==> src/rtl/ucsbece154a_uart_tx.sv <==
// ucsbece154a_uart_tx
// Memory-mapped 8N1 UART transmitter for the multicycle RISC-V data bus.
// Stores to TXDATA queue bytes in a small circular FIFO; a four-state FSM
// pops bytes and shifts them out LSB first on `tx`, each bit lasting
// DIVISOR+1 clock cycles.
//
// Ports:
//   clk    in   1   rising-edge clock
//   reset  in   1   synchronous active-low reset
//   a      in   32  processor byte address (bits [1:0] ignored)
//   wd     in   32  processor write data
//   we     in   1   processor write enable (qualified by address decode)
//   rd     out  32  combinational read data, zero outside the window
//   tx     out  1   registered serial output, idle high
//
// Register map (word offsets from BASE_ADDR):
//   +0 TXDATA  write pushes wd[7:0], reads 0
//   +4 STATUS  {COUNT[8:4], OVF, BUSY, EMPTY, FULL}; any write clears OVF
//   +8 DIVISOR R/W, 16 bits, zero-extended on read
//   +12        no effect, reads 0
module ucsbece154a_uart_tx #(
  parameter logic [31:0] BASE_ADDR  = 32'h1000_0100,
  parameter int unsigned FIFO_DEPTH = 4,
  parameter logic [15:0] DIV_RESET  = 16'd3
) (
  input  logic        clk,
  input  logic        reset,
  input  logic [31:0] a,
  input  logic [31:0] wd,
  input  logic        we,
  output logic [31:0] rd,
  output logic        tx
);

  localparam int unsigned PTR_W = (FIFO_DEPTH > 1) ? $clog2(FIFO_DEPTH) : 1;

  typedef enum logic [1:0] {
    IDLE  = 2'd0,
    START = 2'd1,
    DATA  = 2'd2,
    STOP  = 2'd3
  } state_t;

  // Address decode: a four-word block starting at BASE_ADDR.
  logic [29:0] word_off_s;
  logic        in_win_s;
  logic [1:0]  reg_sel_s;
  logic        wr_txdata_s;
  logic        wr_status_s;
  logic        wr_div_s;

  assign word_off_s  = a[31:2] - BASE_ADDR[31:2];
  assign in_win_s    = (word_off_s < 30'd4);
  assign reg_sel_s   = word_off_s[1:0];
  assign wr_txdata_s = we && in_win_s && (reg_sel_s == 2'd0);
  assign wr_status_s = we && in_win_s && (reg_sel_s == 2'd1);
  assign wr_div_s    = we && in_win_s && (reg_sel_s == 2'd2);

  // Bits that carry no meaning for this peripheral.
  logic unused_bits_s;
  assign unused_bits_s = ^{wd[31:16], a[1:0]};

  // FIFO state
  logic [7:0]       fifo_mem_r [FIFO_DEPTH];
  logic [PTR_W-1:0] wr_ptr_r;
  logic [PTR_W-1:0] rd_ptr_r;
  logic [4:0]       count_r;
  logic             full_s;
  logic             empty_s;
  logic             push_ok_s;
  logic             pop_s;

  assign full_s    = (count_r == 5'(FIFO_DEPTH));
  assign empty_s   = (count_r == 5'd0);
  // A full FIFO drops the byte even if a pop happens on the same edge.
  assign push_ok_s = wr_txdata_s && !full_s;

  // Control/status registers
  logic        ovf_r;
  logic [15:0] div_r;

  // TX datapath and FSM
  state_t      state_r;
  state_t      state_n;
  logic [15:0] cnt_r;
  logic [15:0] cnt_n;
  logic [7:0]  shift_r;
  logic [7:0]  shift_n;
  logic [2:0]  idx_r;
  logic [2:0]  idx_n;
  logic        tx_r;
  logic        tx_n;
  logic        busy_s;

  assign busy_s = (state_r != IDLE);

  // FIFO storage write port; pointers are reset separately so stale data is harmless.
  always_ff @(posedge clk) begin
    if (push_ok_s && reset) begin
      fifo_mem_r[wr_ptr_r] <= wd[7:0];
    end
  end

  // FIFO pointers and occupancy count.
  always_ff @(posedge clk) begin
    if (!reset) begin
      wr_ptr_r <= {PTR_W{1'b0}};
      rd_ptr_r <= {PTR_W{1'b0}};
      count_r  <= 5'd0;
    end else begin
      if (push_ok_s) begin
        wr_ptr_r <= wr_ptr_r + PTR_W'(1);
      end
      if (pop_s) begin
        rd_ptr_r <= rd_ptr_r + PTR_W'(1);
      end
      case ({push_ok_s, pop_s})
        2'b10:   count_r <= count_r + 5'd1;
        2'b01:   count_r <= count_r - 5'd1;
        default: count_r <= count_r;
      endcase
    end
  end

  // Sticky overflow flag and the bit-period divisor register.
  always_ff @(posedge clk) begin
    if (!reset) begin
      ovf_r <= 1'b0;
      div_r <= DIV_RESET;
    end else begin
      if (wr_txdata_s && full_s) begin
        ovf_r <= 1'b1;
      end else if (wr_status_s) begin
        ovf_r <= 1'b0;
      end
      if (wr_div_s) begin
        div_r <= wd[15:0];
      end
    end
  end

  // FSM state, bit timer, shifter and the registered serial line.
  always_ff @(posedge clk) begin
    if (!reset) begin
      state_r <= IDLE;
      cnt_r   <= 16'd0;
      shift_r <= 8'd0;
      idx_r   <= 3'd0;
      tx_r    <= 1'b1;
    end else begin
      state_r <= state_n;
      cnt_r   <= cnt_n;
      shift_r <= shift_n;
      idx_r   <= idx_n;
      tx_r    <= tx_n;
    end
  end

  // Next-state logic; every bit boundary reloads the timer from the current DIVISOR.
  always_comb begin
    state_n = state_r;
    cnt_n   = cnt_r;
    shift_n = shift_r;
    idx_n   = idx_r;
    pop_s   = 1'b0;
    case (state_r)
      IDLE: begin
        if (!empty_s) begin
          state_n = START;
          pop_s   = 1'b1;
          shift_n = fifo_mem_r[rd_ptr_r];
          cnt_n   = div_r;
          idx_n   = 3'd0;
        end else begin
          state_n = IDLE;
        end
      end
      START: begin
        if (cnt_r == 16'd0) begin
          state_n = DATA;
          cnt_n   = div_r;
        end else begin
          cnt_n = cnt_r - 16'd1;
        end
      end
      DATA: begin
        if (cnt_r == 16'd0) begin
          cnt_n   = div_r;
          shift_n = {1'b0, shift_r[7:1]};
          idx_n   = idx_r + 3'd1;
          if (idx_r == 3'd7) begin
            state_n = STOP;
          end else begin
            state_n = DATA;
          end
        end else begin
          cnt_n = cnt_r - 16'd1;
        end
      end
      STOP: begin
        if (cnt_r == 16'd0) begin
          if (!empty_s) begin
            // Back-to-back frame: no idle cycle between stop and start.
            state_n = START;
            pop_s   = 1'b1;
            shift_n = fifo_mem_r[rd_ptr_r];
            cnt_n   = div_r;
            idx_n   = 3'd0;
          end else begin
            state_n = IDLE;
          end
        end else begin
          cnt_n = cnt_r - 16'd1;
        end
      end
      default: begin
        state_n = IDLE;
      end
    endcase
  end

  // Line level for the upcoming state, so tx is a pure register output.
  always_comb begin
    tx_n = 1'b1;
    case (state_n)
      START:   tx_n = 1'b0;
      DATA:    tx_n = shift_n[0];
      default: tx_n = 1'b1;
    endcase
  end

  assign tx = tx_r;

  // Read mux: combinational from address and internal state.
  always_comb begin
    rd = 32'd0;
    if (in_win_s) begin
      case (reg_sel_s)
        2'd1:    rd = {23'd0, count_r, ovf_r, busy_s, empty_s, full_s};
        2'd2:    rd = {16'd0, div_r};
        default: rd = 32'd0;
      endcase
    end else begin
      rd = 32'd0;
    end
  end

endmodule

==> config.mk <==
export PLATFORM = sky130hd
export DESIGN_NAME = ucsbece154a_uart_tx
export DESIGN_NICKNAME = d
export VERILOG_FILES = /design/src/rtl/ucsbece154a_uart_tx.sv
export SDC_FILE = /design/constraint.sdc
export NUM_CORES = 1
export LEC_CHECK = 0
export BUFFER_PORTS_ARGS = -buffer_cell sky130_fd_sc_hd__buf_4
export CORE_MARGIN = 3
export CORE_UTILIZATION = 51
export DETAILED_ROUTE_END_ITERATION = 12
export PLACE_DENSITY = 0.84
export SYNTH_ARGS = -nofsm -noshare
export SYNTH_HDL_FRONTEND = slang
export SYNTH_SLANG_ARGS = --single-unit
export TNS_END_PERCENT = 20
==> constraint.sdc <==
create_clock -name clk -period 5.1 [get_ports clk]
set_input_delay 0 -clock clk [delete_from_list [all_inputs] [get_ports clk]]
set_output_delay 0 -clock clk [all_outputs]
set_load 0.02 [all_outputs]
==> impl_metrics.json, run 1 <==
{
  "status": "finished clean",
  "die_h_um": 105,
  "worst_pin_slew_ns": 0.786,
  "vias": 4471,
  "areaGrowthSynthToFinish_pct": 18.1,
  "final_antenna_net_count": 0,
  "synth_seq_cells": 90,
  "n_antenna_cell": 0,
  "power_frac_seq_pct": 54.0,
  "drive_gt1_share_pct": 16.7,
  "final_nets": 697,
  "hold_class": "in2reg",
  "die_width_um": 105,
  "place_inst": 714,
  "wl_per_cell_um": 17.0,
  "finalSetupViolations": 0,
  "dpl-instance-area_mm2": 0.00551,
  "rows": 35,
  "ys.flop_type": "dfxtp_1",
  "grt_usage_pct": 23.5,
  "ys_seq_area_share_pct": 42.5,
  "initial_core_util_pct": 53.3,
  "drc": 0,
  "cap_viol_max_count": 0,
  "clk_pin_slew_worst_paths_ns": 0.09,
  "p_per_area_mw_per_mm2": 233,
  "fmaxAchievable_mhz": 268,
  "cts_tree": "done",
  "coreArea_mm2": 0.00937,
  "worst_ep_required_time_ns": 5.36,
  "power_frac_clock_pct": 39.9,
  "finalWirelength_um": 12700,
  "arrival_ns": 3.99,
  "p_switching_uw": 309,
  "syn-cell-area_mm2": 0.00500,
  "dr.first_iter.drc_count": 363,
  "cpPeakStageDelay_ns": 0.50,
  "syn_inst": 550,
  "internal_power_mw": 1.06,
  "grt_pass1_vias": 4499,
  "grt_pass1_wl_um": 21100,
  "fin_hold_ws_ns": 0.0177,
  "relSlewSlack_pct": 47.5,
  "cp-end-kind": "flip-flop",
  "dieArea_mm2": 0.0110,
  "instances_no_fill": 747,
  "async_reset_ff_share_pct": 0,
  "start_kind": "flip-flop",
  "grt_max_degree": 44,
  "clkSinkCount": 90,
  "synth_enable_flop_cells": 32,
  "critPathSlowestCell": "or3b_2",
  "port_buffers": 65,
  "leakage_nw": 2.11,
  "ys_warn_count": 0,
  "rsz0062_at_grt": "no",
  "setup_tns_ns": 0,
  "swShare_pct": 22.5,
  "design_area_mm2": 0.00590,
  "crit_buf_inv": 3,
  "fin_worst_skew_ns": 0.00796,
  "clock_latency_ns": 0.37,
  "crit_top_cell": "ha_1",
  "htree_levels": 3,
  "fin_crit_sh_pct": 73.2,
  "peakVddDrop_uv": 169,
  "vias_per_cell": 5.99,
  "drv_slew": 0,
  "cp_cell_sequence": "inv_1, ha_1, or3b_2, nor4_2, buf_4, a21oi_1, nor3_1, buf_4, ha_1, xor2_1, ha_1, a21oi_1, nor2b_1, o21ai_0, a21o_1, a31oi_1, mux2i_1",
  "hpwl_um": 8910,
  "grt_overflow": 0,
  "cp_top_family": "simple AND/OR/NAND/NOR gates",
  "clock_path_buffers": 2,
  "finalHoldViolCount": 0,
  "ios": 100,
  "gp_congestion": 0.913,
  "drt_first_pass_iters": 5,
  "avgSynthCellArea_um2": 9.09,
  "power.total_mw": 1.37,
  "antenna_found_initial": 0,
  "crit_type": "reg2reg",
  "root_buffer": "clkbuf_8",
  "ys_types": 57,
  "path_max_fanout": 20,
  "power_frac_comb_pct": 6.1,
  "period_needed_ns": 3.73,
  "cts_made_buffers": 9
}
worst min-delay path: stages:
cell and delay (ns):
buf_4 0.12, nand2_1 0.07, or4_1 0.10, a21oi_1 0.05
cell families after synthesis:
| logic type | after synthesis | share of synthesized area (%) |
|---|---|---|
| other | 1 | 0.0750 |
| flip-flops | 90 | 42.5 |
| multiplexers | 21 | 6.21 |
| AND/OR/NAND/NOR | 202 | 20.7 |
| adder cells (fa/ha/maj) | 17 | 4.26 |
| buffers and inverters | 65 | 6.16 |
| XOR/XNOR | 16 | 2.80 |
| AO/OA/AOI/OAI | 138 | 17.3 |
power by group through the flow:
stage               combinational [mW]  clock (mW)  sequential [mW]
finish                          0.0834       0.548            0.741
global route                    0.0895       0.589            0.741
CTS                             0.0817       0.550            0.741
detailed placement              0.0712           0            0.758
global placement                0.0688           0            0.758
floorplan                       0.0386           0            0.758
area by class of cell:
cell class / instances / area, µm²
inverter: 12 / 45.0
timing repair buffer: 90 / 718
fill: 759 / 3470
sequential: 90 / 2120
clock buffer: 10 / 128
multi-input combinational: 410 / 2630
clock inverter: 6 / 96.3
tap: 129 / 161
final timing paths:
kind / endpoint / slack [ns] / start / cells after the start
hold / removal: ovf_r$_SDFFE_PN0P_ / 0.02 / we / 4
hold reg to reg: cnt_r[13]$_SDFF_PN0_ / 0.48 / div_r[13]$_SDFFE_PN0P_ / 1
setup / recovery: count_r[4]$_SDFFE_PN0P_ / 1.37 / cnt_r[0]$_SDFF_PN0_ / 17
setup reg to reg: count_r[4]$_SDFFE_PN0P_ / 1.37 / cnt_r[0]$_SDFF_PN0_ / 17
metrics by stage:
| stage | setup slack [ns] | utilization, % |
|---|---|---|
| 2_1_floorplan | 1.41 | - |
| 3_3_place_gp | 1.41 | 58.8 |
| 3_5_place_dp | 1.32 | 58.8 |
| 4_1_cts | 1.42 | 63.0 |
| 5_1_grt | 1.02 | 63.0 |
| 6_report | 1.37 | 63.0 |
cells in the final DEF (no fill, tap or decap), types with 4 or more instances in the layout:
cell           count
nand3_1           25
a22oi_1           16
edfxtp_1          32
clkbuf_8           9
nor2_1            58
o2bb2ai_1          4
nor2b_1            4
mux2i_1           13
buf_4             73
xor2_1            10
xnor2_1            6
nand2_1           33
conb_1            16
a22o_1             9
a21o_1             5
nand2b_1           4
ha_1              17
inv_1             11
o22ai_1            5
or4_1              6
and2_1            19
a21oi_1           49
nand3b_1           4
nor3_1            15
nor3b_1            4
mux4_2             8
dfxtp_1           58
nand4_1            4
dlygate4sd3_1     17
o21ai_0           30
nor4_1            10
metal layers:
metal | global-route usage, % | wire length [µm]
met5 | 0 | 0
met2 | 41.7 | 6480
met1 | 27.6 | 4980
met3 | 5.13 | 961
met4 | 8.81 | 316
what timing repair did:
action	in CTS	in global routing
setup buffers	0	0
endpoints found under the hold margin	53	0
hold buffers	17	0
resized for setup	0	0
sequential cells by signal, summed over array words and instances (netlist names), named ones only:
signal / flops
fifo_mem_r: 32
cnt_r: 16
div_r: 16
shift_r: 8
count_r: 5
idx_r: 3
rd_ptr_r: 2
state_r: 2
wr_ptr_r: 2
ovf_r: 1
tx: 1
synth_stat cells (all sizes together) (5+ instances only):
cell	count	area, µm²
a21o	5	37.5
a21oi	50	254
a22o	9	78.8
a22oi	16	120
and2	20	128
buf	21	143
clkbuf	32	120
dfxtp	58	1160
edfxtp	32	961
ha	17	213
inv	11	41.3
mux2i	13	130
mux4	8	180
nand2	33	124
nand3	25	125
nor2	58	218
nor3	15	75.1
nor4	11	68.8
o21ai	30	150
o22ai	5	31.3
or4	7	56.3
xnor2	6	52.6
xor2	10	87.6
No activity file was read; power rests on OpenSTA's default activity.
==> inputs of run 2 (changes only) <==
- clock period: 5.1 -> 3.75 ns (I/O delays scaled with it)
==> impl_metrics.json, run 2 (same netlist as run 1, synthesis figures left out) <==
{
  "status": "finished clean",
  "reg2regPathDepth": 15,
  "dieArea_mm2": 0.0110,
  "vias_per_cell": 6.15,
  "finalWirelength_um": 13200,
  "n_antenna_cell": 0,
  "place_inst": 715,
  "grt_overflow": 0,
  "rows": 35,
  "power_frac_seq_pct": 56.1,
  "largest_registers": "fifo_mem_r (32), cnt_r (16), div_r (16)",
  "coreArea_mm2": 0.00937,
  "clock_path_buffers": 2,
  "setup_tns_ns": 0,
  "ios": 100,
  "hold_class": "in2reg",
  "drt_first_pass_iters": 5,
  "r2r_slack_ns": 0.34,
  "fin_crit_sh_pct": 90.9,
  "final_antenna_net_count": 0,
  "nFillCells": 732,
  "crit_type": "reg2reg",
  "multi_input_area_mm2": 0.00264,
  "worst_ep_required_time_ns": 4.07,
  "cp-end-kind": "flip-flop",
  "die_width_um": 105,
  "grt_pass1_vias": 4389,
  "place_ws_ns": 0.242,
  "cp_cell_sequence": "inv_1, ha_1, or3b_2, nor4_2, a21oi_1, nor3_2, ha_2, xor2_1, ha_1, a21oi_1, nor2b_1, o21ai_0, a21o_1, a31oi_1, mux2i_1",
  "cts_made_buffers": 9,
  "layout_common_cells": "buf_4 (74), nor2_1 (58), dfxtp_1 (58), a21oi_1 (49), nand2_1 (33)",
  "design_area_mm2": 0.00591,
  "whs_path_depth": 6,
  "instances_no_fill": 749,
  "relSlewSlack_pct": 44.7,
  "p_switching_uw": 470,
  "final_nets": 699,
  "seqCellArea_mm2": 0.00212,
  "worst_pin_slew_ns": 0.829,
  "drive_gt1_share_pct": 17.3,
  "antenna_found_initial": 0,
  "initial_core_util_pct": 53.3,
  "path_max_fanout": 9,
  "grt_usage_pct": 23.8,
  "vias": 4609,
  "htree_levels": 3,
  "cap_viol_max_count": 0,
  "fmaxAchievable_mhz": 293,
  "grt_max_degree": 45,
  "largest_register": "fifo_mem_r",
  "finalSetupViolations": 0,
  "hpwl_um": 9160,
  "finalWorstSetupSlack_ns": 0.343,
  "power_frac_comb_pct": 6.3,
  "grt_pass1_wl_um": 21400,
  "start_kind": "flip-flop",
  "period_needed_ns": 3.41,
  "root_buffer": "clkbuf_8",
  "fin_worst_skew_ns": 0.0149,
  "critPathSlowestCell": "or3b_2",
  "drv_slew": 0,
  "power_frac_clock_pct": 37.6,
  "r2r_end": "count_r[4]$_SDFFE_PN0P_",
  "clock_latency_ns": 0.38,
  "swShare_pct": 26.1,
  "port_buffers": 65,
  "clkSinkCount": 90,
  "finalHoldViolCount": 0,
  "drc": 0,
  "p_per_area_mw_per_mm2": 304,
  "hp-start": "a[3]",
  "arrival_ns": 3.73,
  "min_to": "ovf_r$_SDFFE_PN0P_",
  "areaGrowthSynthToFinish_pct": 18.2,
  "clk_pin_slew_worst_paths_ns": 0.11,
  "die_h_um": 105,
  "power.total_mw": 1.80,
  "largest_reg_flops": 32,
  "dr.first_iter.drc_count": 431,
  "cpPeakStageDelay_ns": 0.49,
  "rsz0062_at_grt": "no",
  "leakage_nw": 2.12,
  "reg2reg_from": "cnt_r[0]$_SDFF_PN0_",
  "peakVddDrop_uv": 267,
  "dpl-instance-area_mm2": 0.00552,
  "wl_per_cell_um": 17.6,
  "cts_tree": "done",
  "final_common_cell": "buf_4",
  "gp_congestion": 0.933,
  "internal_power_mw": 1.33
}
run 2: worst max-delay path, delay by kind of cell (launching register included):
family / cells / cell delay (ns)
xor+xnor: 1 / 0.19
buf+inv: 1 / 0.08
compound gates: 5 / 0.66
fa+ha+maj: 3 / 0.69
simple gates: 4 / 1.20
flops: 1 / 0.34
mux: 1 / 0.19
run 2: what timing repair did:
| action | in CTS | in global routing |
|---|---|---|
| hold buffers | 18 | 0 |
| resized for setup | 0 | 2 |
| buffers inserted | 0 | 0 |
| hold endpoints to repair | 56 | 0 |
| setup endpoints to repair | 0 | 2 |
run 2: layer usage:
layer | share of wire, % | up-vias | GRT usage (%)
li1 | - | 2108 | -
met1 | 39 | 2191 | 29.8
met2 | 50 | 272 | 41.0
met3 | 8.6 | 38 | 4.45
met4 | 2.5 | 0 | 8.53
met5 | 0 | - | 0
run 2: power by group through the flow:
| stage | sequential [mW] | combinational, mW | clock (mW) |
|---|---|---|---|
| 2_1_floorplan | 1.03 | 0.0524 | 0 |
| 3_3_place_gp | 1.03 | 0.0938 | 0 |
| 3_5_place_dp | 1.03 | 0.0960 | 0 |
| 4_1_cts | 1.01 | 0.111 | 0.670 |
| 5_1_grt | 1.01 | 0.122 | 0.711 |
| 6_report | 1.01 | 0.114 | 0.676 |
run 2: final cells by class:
cell class | instances | area share, %
tap | 129 | 2.73
sequential | 90 | 35.9
clock inverter | 7 | 1.38
multi-input combinational | 410 | 44.7
clock buffer | 9 | 2.10
timing repair buffer | 92 | 12.5
inverter | 12 | 0.762
run 2: worst max path at each step:
stage / from / to / cells past startpoint
after detailed placement: a[14] / count_r[4]$_SDFFE_PN0P_ / 15
after global routing: cnt_r[0]$_SDFF_PN0_ / count_r[2]$_SDFFE_PN0P_ / 13
after global placement: a[14] / count_r[4]$_SDFFE_PN0P_ / 15
after floorplan: cnt_r[0]$_SDFF_PN0_ / count_r[4]$_SDFFE_PN0P_ / 17
after CTS: cnt_r[0]$_SDFF_PN0_ / count_r[4]$_SDFFE_PN0P_ / 15
final: cnt_r[0]$_SDFF_PN0_ / count_r[4]$_SDFFE_PN0P_ / 15
run 2: stage by stage:
stage,hold WS [ns],utilization [%]
after floorplan,0.0989,-
after global placement,0.220,58.9
after detailed placement,0.214,58.9
after CTS,0.206,63.0
after global routing,0.261,63.0
final,0.214,63.0
